===== src/rtl/mcu_timing_gen.sv =====
// 8051 machine-cycle timing generator: S1..S6 x P1/P2 ticks, ALE/PSEN, MOVX cycles, hold.
// Optional external-wait stall at t = 5 is enabled by defining TIMING_WAIT_EN.
module mcu_timing_gen #(
  parameter int PHASE_TICKS = 1
) (
  input  logic       clk,
  input  logic       reset,
  input  logic       hold,
  input  logic       movx_req,
`ifdef TIMING_WAIT_EN
  input  logic       ext_ready,
  output logic       wait_active,
`endif
  output logic [2:0] state,
  output logic       phase,
  output logic       clk_6M,
  output logic       clk_1M,
  output logic       ALE,
  output logic       PSEN,
  output logic       mc_start,
  output logic       movx_active
);

  localparam logic [3:0] PRE_LAST = 4'(PHASE_TICKS - 1);

  // START presents t = 0 once after reset before normal prescaled advancing begins
  typedef enum logic [1:0] {
    MODE_START,
    MODE_RUN,
    MODE_WAIT
  } mode_t;

  mode_t      mode, mode_nxt;
  logic [3:0] tick, tick_nxt;
  logic [3:0] pre, pre_nxt;
  logic       movx_nxt;
  logic       start_nxt;
  logic       adv;

  function automatic logic ale_of(input logic [3:0] t, input logic mx);
    logic r;
    r = 1'b0;
    case (t)
      4'd1, 4'd2: r = 1'b1;
      4'd7, 4'd8: r = ~mx;
      default:    r = 1'b0;
    endcase
    return r;
  endfunction

  function automatic logic psen_of(input logic [3:0] t, input logic mx);
    logic r;
    r = 1'b1;
    case (t)
      4'd3, 4'd4, 4'd5, 4'd9, 4'd10, 4'd11: r = mx;
      default:                              r = 1'b1;
    endcase
    return r;
  endfunction

  always_comb begin
    mode_nxt  = mode;
    tick_nxt  = tick;
    pre_nxt   = pre;
    movx_nxt  = movx_active;
    start_nxt = 1'b0;
    adv       = 1'b0;
    if (!hold) begin
      case (mode)
        MODE_START: begin
          mode_nxt  = MODE_RUN;
          tick_nxt  = 4'd0;
          pre_nxt   = 4'd0;
          start_nxt = 1'b1;
        end
        default: begin
          if (pre != PRE_LAST) begin
            pre_nxt = pre + 4'd1;
          end else begin
            pre_nxt = 4'd0;
            adv     = 1'b1;
`ifdef TIMING_WAIT_EN
            if (tick == 4'd5 && !ext_ready) begin
              adv      = 1'b0;
              mode_nxt = MODE_WAIT;
            end else begin
              mode_nxt = MODE_RUN;
            end
`endif
          end
        end
      endcase
      // movx_req only matters on the wrap into the next machine cycle
      if (adv) begin
        if (tick == 4'd11) begin
          tick_nxt  = 4'd0;
          movx_nxt  = movx_req;
          start_nxt = 1'b1;
        end else begin
          tick_nxt = tick + 4'd1;
        end
      end
    end
  end

  always_ff @(posedge clk) begin
    if (reset) begin
      mode        <= MODE_START;
      tick        <= 4'd0;
      pre         <= 4'd0;
      movx_active <= 1'b0;
      mc_start    <= 1'b0;
      state       <= 3'd1;
      phase       <= 1'b0;
      clk_6M      <= 1'b0;
      clk_1M      <= 1'b0;
      ALE         <= 1'b0;
      PSEN        <= 1'b1;
    end else begin
      mode        <= mode_nxt;
      tick        <= tick_nxt;
      pre         <= pre_nxt;
      movx_active <= movx_nxt;
      mc_start    <= start_nxt;
      if (!hold) begin
        state  <= tick_nxt[3:1] + 3'd1;
        phase  <= tick_nxt[0];
        clk_6M <= ~tick_nxt[0];
        clk_1M <= (tick_nxt < 4'd6);
        ALE    <= ale_of(tick_nxt, movx_nxt);
        PSEN   <= psen_of(tick_nxt, movx_nxt);
      end
    end
  end

`ifdef TIMING_WAIT_EN
  assign wait_active = (mode == MODE_WAIT);
`endif

endmodule


===== config.mk =====
export PLATFORM = sky130hd
export DESIGN_NAME = mcu_timing_gen
export DESIGN_NICKNAME = d
export VERILOG_FILES = /design/src/rtl/mcu_timing_gen.sv
export SDC_FILE = /design/constraint.sdc
export NUM_CORES = 1
export LEC_CHECK = 0
export ABC_AREA = 1
export BUFFER_PORTS_ARGS = -buffer_cell sky130_fd_sc_hd__buf_2
export CORE_AREA = 2 2 62 64
export CTS_BUF_LIST = sky130_fd_sc_hd__clkbuf_2 sky130_fd_sc_hd__clkbuf_4 sky130_fd_sc_hd__clkbuf_8
export DETAILED_ROUTE_END_ITERATION = 12
export DIE_AREA = 0 0 64 66
export GPL_TIMING_DRIVEN = 0
export PLACE_DENSITY_LB_ADDON = 0.05
export SLEW_MARGIN = 10
export SYNTH_ARGS = -nofsm -noshare
export SYNTH_HDL_FRONTEND = slang
export SYNTH_SLANG_ARGS = --single-unit

===== constraint.sdc =====
create_clock -name clk -period 4.54 [get_ports clk]
set_clock_uncertainty 0.2 [all_clocks]
set_input_delay 0.227 -clock clk [delete_from_list [all_inputs] [get_ports clk]]
set_output_delay 0.227 -clock clk [all_outputs]
set_load 0.02 [all_outputs]

Yosys cells after proc, flatten, opt, wreduce, memory -nomap -nowiden

Cells that the tools add are included.

Register bits after elaboration: 19
Logic and storage cells: 53

Reduce and logical (&&, ||, !) cells: 7
Eq/ne operators: 11
Magnitude comparators: 1
Multiplexer cells: 17
Bitwise operators: 3
Add/sub/neg operators: 3

Operator list:

| operator                                                    | number |
|---|---|
| two-way mux 4 bit                                           | 6 |
| equality test 4 bit (second input constant)                 | 5 |
| equality test 4 x 3 -> 1 bit (second input constant)        | 3 |
| two-way mux 1 bit                                           | 10 |
| adder 4 x 1 -> 4 bit (second input constant)                | 2 |
| equality test 4 x 2 -> 1 bit (second input constant)        | 2 |
| OR reduction 2 bit                                          | 3 |
| OR reduction 6 bit                                          | 1 |
| equality test 4 x 1 -> 1 bit (second input constant)        | 1 |
| less-than comparator 4 x 3 -> 1 bit (second input constant) | 1 |
| nonzero test 4 bit                                          | 1 |
| adder 3 x 1 -> 3 bit (second input constant)                | 1 |
| inverter 1 bit                                              | 3 |
| zero test 2 bit                                             | 1 |
| case mux 1 bit (2 select lines)                             | 1 |
| AND reduction 2 bit                                         | 1 |

Logic depth before layout (Yosys ltp)

Gate-level depths: netlist of the first run.

Word-level depth: 9
Gate-level depth with buffers: 15
Mapped depth without buffers: 15

Least setup slack after synthesis of the first run

OpenSTA, ideal clock, no wires.

Path kind: register to register
Start point: register pre[0]
End point: register state[2]
Setup slack: 2.636 ns
Stages on the path, launching flop included: 11
Clock period less this slack: 1.904 ns
Arrival: 1.588 ns
Path through: dfxtp_1 inv_1 ha_1 nand4_1 nand3_1 o21ai_2 inv_1 ha_1 xor2_1 o21ai_0 inv_1

Cells in the longest elaborated chain, start to end: 7

RTL lines:

| element                | line | RTL |
|---|---|---|
| from (decl)            | 35   | `logic [3:0] pre, pre_nxt;` |
| from (signal assigned) | 122  | `pre <= pre_nxt;` |
| nonzero test 4 bit     | 77   | `if (pre != PRE_LAST) begin` |
| two-way mux 1 bit      | 77   |  |
| two-way mux 1 bit      | 69   | `case (mode)` |
| two-way mux 1 bit      | 68   | `if (!hold) begin` |
| two-way mux 4 bit      | 94   | `if (adv) begin` |
| two-way mux 4 bit      | 68   |  |
| named net tick_nxt[1]  | 34   | `logic [3:0] tick, tick_nxt;` |
| adder 3 x 1 -> 3 bit   | 126  | `state <= tick_nxt[3:1] + 3'd1;` |
| to (signal assigned)   | 126  |  |
| to (decl)              | 14   | `output logic [2:0] state,` |

The timed path passes the listed nets, and every way through them passes these cells. The select of a mux whose other input is x is not followed.
A chain may end at the register's enable or synchronous reset.

Final worst setup path of the first run

Same ends and word-level chain as after synthesis.

==> flow_metrics.env, run 1 <==
export IMPL_syn_area_per_cell_sq_um=7.48
export IMPL_worstMarginPinSlew_ns=0.505
export IMPL_p_clk_share_pct=28.1
export IMPL_die_x_microns=64
export IMPL_drt_total_wl_microns=2300
export IMPL_drtAntennaViolNets=0
export IMPL_syn_num_nets=147
export IMPL_swShare_pct=29.8
export IMPL_ys_ff_latch=19
export IMPL_holdCritPathClass="in2reg"
export IMPL_end_kind="flop"
export IMPL_final_min_clock_period_ns=2.13
export IMPL_fmaxAchievable_mhz=468
export IMPL_multi_input_area_sq_um=561
export IMPL_synthCells=139
export IMPL_syn2layout_area_growth_pct=16.6
export IMPL_clock_latency_ns=0.31
export IMPL_power_density_nw_per_um2=265
export IMPL_finalMaxSlewViolations=0
export IMPL_worstSetupStartpointType="flop"
export IMPL_p_leak_nw=0.580
export IMPL_cts_resized_gates=0
export IMPL_vdd_ir_drop_worst_mv=0.0960
export IMPL_status="finished, final reports clean"
export IMPL_dp_hpwl_microns=1700
export IMPL_crit_slowest_cell="dfxtp_1"
export IMPL_viasPerCell=4.39
export IMPL_hold_viol=0
export IMPL_diodes=0
export IMPL_max_slew_margin_pct=66.3
export IMPL_drc_errors=0
export IMPL_path_cells="inv_1, ha_1, nand2_4, nand3_1, nand3_1, o21ai_2, inv_1, ha_1, xor2_1, o21ai_0, inv_1"
export IMPL_drive_gt1_share_pct=25.9
export IMPL_regArea_sq_um=380
export IMPL_wire_per_inst_microns=11.2
export IMPL_cts_made_buffers=3
export IMPL_post_cts_setup_buffer_count=0
export IMPL_ys_seq_area_share_pct=36.6
export IMPL_layout_common_cells="29 x nand2_1, 19 x dfxtp_1, 19 x nor2_1, 13 x inv_1, 13 x buf_2"
export IMPL_dr_pass1_iters=4
export IMPL_internal_power_uw=226
export IMPL_critPathMaxStageDelay_ns=0.37
export IMPL_port_buffers=13
export IMPL_cpMostUsedCell="inv_1"
export IMPL_synth_area_leaders="dfxtp_1 37%, nand2_1 10%, nor2_1 6.9%"
export IMPL_dr_first_iter_drc_count=45
export IMPL_clkTransAtPathRegs_ns=0.12
export IMPL_syn_area_sq_um=1040
export IMPL_dieHeight_microns=66
export IMPL_yosys_warnings=0
export IMPL_start_util_pct=29.3
export IMPL_worst_setup_path_type="reg2reg"
export IMPL_pwr_share_comb_pct=16.1
export IMPL_finalCritPeriodShare_pct=47.0
export IMPL_fin_nets=167
export IMPL_critPathMaxFanout=6
export IMPL_final_common_cell="nand2_1"
export IMPL_rows=22
export IMPL_setup_viol=0
export IMPL_yosysTopAreaCell="dfxtp_1"
export IMPL_maxCapViolCount=0
export IMPL_antenna_found_initial=0
export IMPL_grtUsageTotal_pct=12.4
export IMPL_holdBufCountCts=2
export IMPL_synth_cell_type_count=28
export IMPL_cts_root_buf="clkbuf_4"
export IMPL_grt_pass1_wl_microns=3980
export IMPL_p_sw_uw=96.0
export IMPL_core_region_area_sq_um=3550
export IMPL_gp_congestion=0.844
export IMPL_final_setup_tns_ns=0
export IMPL_grt_pass1_vias=844
export IMPL_ios=14
export IMPL_cts_tree="done"
export IMPL_synth_top_area_share_pct=36.6
export IMPL_pwr_share_seq_pct=55.8
export IMPL_vias=905
export IMPL_die_area_sq_um=4220
export IMPL_cp_required_ns=4.56
export IMPL_rsz0062_at_grt="no"
export IMPL_grt_max_degree=12
export IMPL_post_route_util_pct=34.1
export IMPL_cts_max_level=1
export IMPL_cp_arrival_ns=2.15
export IMPL_clockBufferDepth=2
export IMPL_fill_cells=398
export IMPL_clock_sinks=19
export IMPL_gr_total_overflow=0
metal layers:
metal	share of wire (%)	up-vias	track usage, %	routed length (microns)
li1	-	483	-	-
met5	0	-	0	0
met2	45	8	19.9	1030
met3	2.2	4	2.04	50
met1	52	410	16.5	1190
met4	1.4	0	4.89	33
final timing paths:
| check | startpoint | to | slack [ns] | cells after the start |
|---|---|---|---|---|
| worst min register to register | PSEN | PSEN | 0.28 | 2 |
| worst max register to register | pre[0] | state[2] | 2.41 | 11 |
| worst max-delay path | pre[0] | state[2] | 2.41 | 11 |
| worst min-delay path | hold | mode[0] | 0.08 | 3 |
flip-flops by register name, summed over array words and instances (netlist names):
signal and cells:
ALE 1, phase 1, clk_1M 1, PSEN 1, tick 4, movx_active 1
mc_start 1, mode 1, pre 4, state 3, clk_6M 1
layout make-up:
cell class	instances	area share, %
repair buffers	15	7.02
clock inverters	1	0.413
clock buffers	3	1.86
multi-input cells	98	46.2
inverters	19	5.99
well taps	48	4.95
flip-flops and latches	19	31.4
plain buffers	3	2.17
synth_stat cells:
| cell | instances |
|---|---|
| o2111a_1 | 1 |
| nand2_2 | 4 |
| clkinv_2 | 1 |
| inv_2 | 5 |
| or2_2 | 1 |
| nor2_1 | 19 |
| nand3_1 | 8 |
| ha_1 | 4 |
| o21ai_2 | 2 |
| buf_6 | 2 |
| o21ai_1 | 1 |
| xor2_1 | 3 |
| a31oi_1 | 1 |
| nand2_4 | 1 |
| o21ai_0 | 3 |
| nand3_4 | 1 |
| clkbuf_1 | 1 |
| nand2_1 | 29 |
| nand4_1 | 3 |
| dfxtp_1 | 19 |
| inv_1 | 13 |
| nor2_2 | 1 |
| o211ai_1 | 1 |
| a21oi_1 | 7 |
| a211oi_1 | 1 |
| nand3_2 | 1 |
| nor2_4 | 5 |
| nand3b_1 | 1 |
stage by stage:
stage,hold slack (ns),area (sq um),total power [mW],setup slack (ns),cells
2_1_floorplan,0.105,1040,0.220,2.64,139
3_3_place_gp,0.249,1160,0.235,2.39,200
3_5_place_dp,0.257,1160,0.235,2.40,200
4_1_cts,0.0785,1210,0.328,2.37,206
5_1_grt,0.0840,1210,0.343,2.12,206
6_report,0.0826,1210,0.322,2.41,206
cells by family after synthesis:
kind of cell    count (synthesis)  share of synthesized area, %
compound gates                 17                          10.1
xor+xnor                        3                          2.53
fa+ha+maj                       4                          4.81
buf+inv                        22                          9.51
flops                          19                          36.6
simple gates                   74                          36.5
power groups by stage:
stage	Clock (mW)	Combinational, mW	Sequential, mW
finish	0.0905	0.0518	0.179
global placement	0	0.0519	0.183
floorplan	0	0.0304	0.189
CTS	0.0952	0.0531	0.180
detailed placement	0	0.0516	0.183
global route	0.103	0.0589	0.181
critical path: cells and delay by family (launching register included):
family | cells | cell delay, ns
fa+ha+maj | 2 | 0.52
flops | 1 | 0.37
compound gates | 2 | 0.30
simple gates | 3 | 0.29
buf+inv | 3 | 0.20
xor+xnor | 1 | 0.15
Note: power is estimated with default switching activity, not from simulation.
==> run 2: changes to the inputs <==
--- a/config.mk
+++ b/config.mk
@@ -5,7 +5,7 @@
 export SDC_FILE = /design/constraint.sdc
 export NUM_CORES = 1
 export LEC_CHECK = 0
-export ABC_AREA = 1
+export ABC_AREA = 0
 export BUFFER_PORTS_ARGS = -buffer_cell sky130_fd_sc_hd__buf_2
 export CORE_AREA = 2 2 62 64
 export CTS_BUF_LIST = sky130_fd_sc_hd__clkbuf_2 sky130_fd_sc_hd__clkbuf_4 sky130_fd_sc_hd__clkbuf_8
==> constraint.sdc (replaced) <==
create_clock -name clk -period 1.95 [get_ports clk]
set_clock_uncertainty 0.2 [all_clocks]
set_input_delay 0.0975 -clock clk [delete_from_list [all_inputs] [get_ports clk]]
set_output_delay 0.0975 -clock clk [all_outputs]
set_load 0.02 [all_outputs]
==> run 2 against run 1 <==
  * The flow now finishes with violations (setup timing)
  * Maximum frequency down 3.7%
  * Flip-flop and latch count unchanged
  * Sequential power up 130%
  * Utilization up 5.3 points
  * Synthesized cell count down 17%
  * Combinational power up 77%
  * Power up 120%
  * Non-clock buffer count up 12
  * Area after synthesis down 1.9%
  * Routed wire length up 9.9%
  * Via count up 2.2%
  * Critical path type unchanged
  * Largest power group unchanged
==> flow_metrics.env, run 2 <==
export IMPL_dr_first_iter_drc_count=22
export IMPL_gr_total_overflow=0
export IMPL_cts_made_buffers=3
export IMPL_status="finished, violations left"
export IMPL_final_common_cell="dfxtp_1"
export IMPL_final_min_clock_period_ns=2.22
export IMPL_grt_pass1_vias=903
export IMPL_final_setup_tns_ns=-0.821
export IMPL_layout_common_cells="15 x dfxtp_1, 12 x buf_2, 12 x nand2_1, 11 x nor2_1, 10 x buf_4"
export IMPL_fill_cells=366
export IMPL_synth_cell_type_count=41
export IMPL_worstSetupStartpointType="flop"
export IMPL_grt_pass1_wl_microns=4380
export IMPL_finalMaxSlewViolations=0
export IMPL_clkTransAtPathRegs_ns=0.12
export IMPL_critPathMaxFanout=6
export IMPL_antenna_found_initial=0
export IMPL_rsz0062_at_grt="yes"
export IMPL_finalCritPeriodShare_pct=114
export IMPL_fmaxAchievable_mhz=451
export IMPL_clock_sinks=19
export IMPL_dieHeight_microns=66
export IMPL_wire_per_inst_microns=13.2
export IMPL_cp_arrival_ns=2.27
export IMPL_setup_viol=5
export IMPL_yosys_warnings=0
export IMPL_drt_total_wl_microns=2530
export IMPL_clockBufferDepth=2
export IMPL_ys_top_cells_by_count="19 x dfxtp_1, 12 x nand2_1, 11 x nor2_1"
export IMPL_cts_max_level=1
export IMPL_grt_max_degree=11
export IMPL_power_density_nw_per_um2=515
export IMPL_die_x_microns=64
export IMPL_post_route_worst_setup_slack_ns=-0.267
export IMPL_gp_congestion=0.743
export IMPL_ys_ff_latch=19
export IMPL_dr_pass1_iters=4
export IMPL_path_cells="inv_2, ha_4, or3b_4, nand3_2, and3_4, inv_4, or3_1, a21oi_2, o41a_1"
export IMPL_synth_edf_count=0
export IMPL_syn_area_sq_um=1020
export IMPL_post_layout_nonfiller_instances=191
export IMPL_drtAntennaViolNets=0
export IMPL_crit_slowest_cell="or3b_4"
export IMPL_yosysMostFrequentCell="dfxtp_1"
export IMPL_violations="setup timing"
export IMPL_p_leak_nw=0.554
export IMPL_async_reset_ff_share_pct=0
export IMPL_critPathTopFamily="simple AND/OR/NAND/NOR gates"
export IMPL_cp_required_ns=2.00
export IMPL_hold_viol=0
export IMPL_viasPerCell=4.84
export IMPL_clock_latency_ns=0.31
export IMPL_vias=925
export IMPL_synth_top_area_share_pct=37.3
export IMPL_syn_num_nets=123
export IMPL_critPathBufInv=2
export IMPL_rows=22
export IMPL_die_area_sq_um=4220
export IMPL_syn_area_per_cell_sq_um=8.87
export IMPL_max_slew_margin_pct=65.6
export IMPL_dpl_cell_count=174
export IMPL_dp_hpwl_microns=1720
export IMPL_drc_errors=0
export IMPL_multi_input_area_sq_um=694
export IMPL_cts_root_buf="clkbuf_4"
export IMPL_regArea_sq_um=393
export IMPL_worst_setup_path_type="reg2reg"
export IMPL_syn2layout_area_growth_pct=37.4
export IMPL_maxCapViolCount=0
export IMPL_vdd_ir_drop_worst_mv=0.182
export IMPL_worstMarginPinSlew_ns=0.516
export IMPL_cts_tree="done"
export IMPL_yosysTopAreaCell="dfxtp_1"
export IMPL_synth_area_leaders="dfxtp_1 37%, a21oi_1 4.9%, ha_1 4.9%"
export IMPL_drive_gt1_share_pct=41.3
export IMPL_diodes=0
export IMPL_synthCells=115
export IMPL_grtUsageTotal_pct=13.8
export IMPL_critPathMaxStageDelay_ns=0.44
export IMPL_core_region_area_sq_um=3550
export IMPL_fin_nets=152
export IMPL_top_regs="pre (4), tick (4), state (3)"
export IMPL_holdCritPathClass="in2reg"
export IMPL_port_buffers=11
export IMPL_end_kind="flop"
export IMPL_ios=14
export IMPL_start_util_pct=28.7
export IMPL_synthFlopType="dfxtp_1"
export IMPL_ys_seq_area_share_pct=37.3
run 2: layer usage:
layer / global-route usage, % / up-vias / wire length, microns
li1: - / 459 / -
met1: 17.3 / 451 / 1210
met4: 6.52 / 0 / 47
met3: 2.04 / 5 / 48
met2: 23.2 / 10 / 1230
met5: 0 / - / 0
run 2: where the power goes:
group | internal, mW | switching (mW) | leakage [nW]
Combinational | 0.0347 | 0.0570 | 0.378
Sequential | 0.395 | 0.00770 | 0.158
Clock | 0.0937 | 0.134 | 0.0184
Total | 0.523 | 0.199 | 0.554
run 2: cells by family after synthesis:
kind of cell,Yosys count,synth area share [%]
fa+ha+maj,5,6.01
buf+inv,12,5.64
mux,4,4.42
xor+xnor,2,1.72
simple gates,52,29.2
compound gates,21,15.7
flops,19,37.3
run 2: through the flow:
stage	setup WS (ns)	area [sq um]	power [mW]	util [%]	hold WS (ns)
after floorplan	-0.225	1100	0.472	-	0.173
after global placement	-0.440	1220	0.495	34.2	0.247
after detailed placement	-0.429	1220	0.496	34.2	0.251
after CTS	-0.333	1340	0.736	37.7	0.00620
after global routing	-0.395	1400	0.773	39.5	0.0184
final	-0.267	1400	0.722	39.5	0.00567
run 2: final timing paths:
check                           slack (ns)  depth (start not counted)  endpoint     start
worst min-delay path                 0.006                          2    pre[3]     reset
worst max-delay path                 -0.27                          9       ALE    pre[0]
worst max register to register       -0.27                          9       ALE    pre[0]
worst min register to register        0.28                          2  state[2]  state[2]
run 2: worst register-to-register path: stages (launching register included):
cell,delay [ns]
dfxtp_4,0.36
inv_2,0.06
ha_4,0.11
or3b_4,0.44
nand3_2,0.10
and3_4,0.21
inv_4,0.05
or3_1,0.38
a21oi_2,0.12
o41a_1,0.14
run 2: what timing repair did:
action / in CTS / in global routing
setup endpoints to repair: 5 / 9
gates resized for setup: 2 / 10
pin swaps: 1 / 8
hold buffers: 3 / 0
endpoints found under the hold margin: 2 / 0
buffers inserted: 7 / 4
run 2: area by class of cell:
class,instances,area share [%]
flip-flops and latches,19,28.0
repair buffers,25,12.5
inverters,6,1.79
well taps,48,4.29
multi-input cells,84,49.6
clock buffers,4,2.14
plain buffers,5,1.70
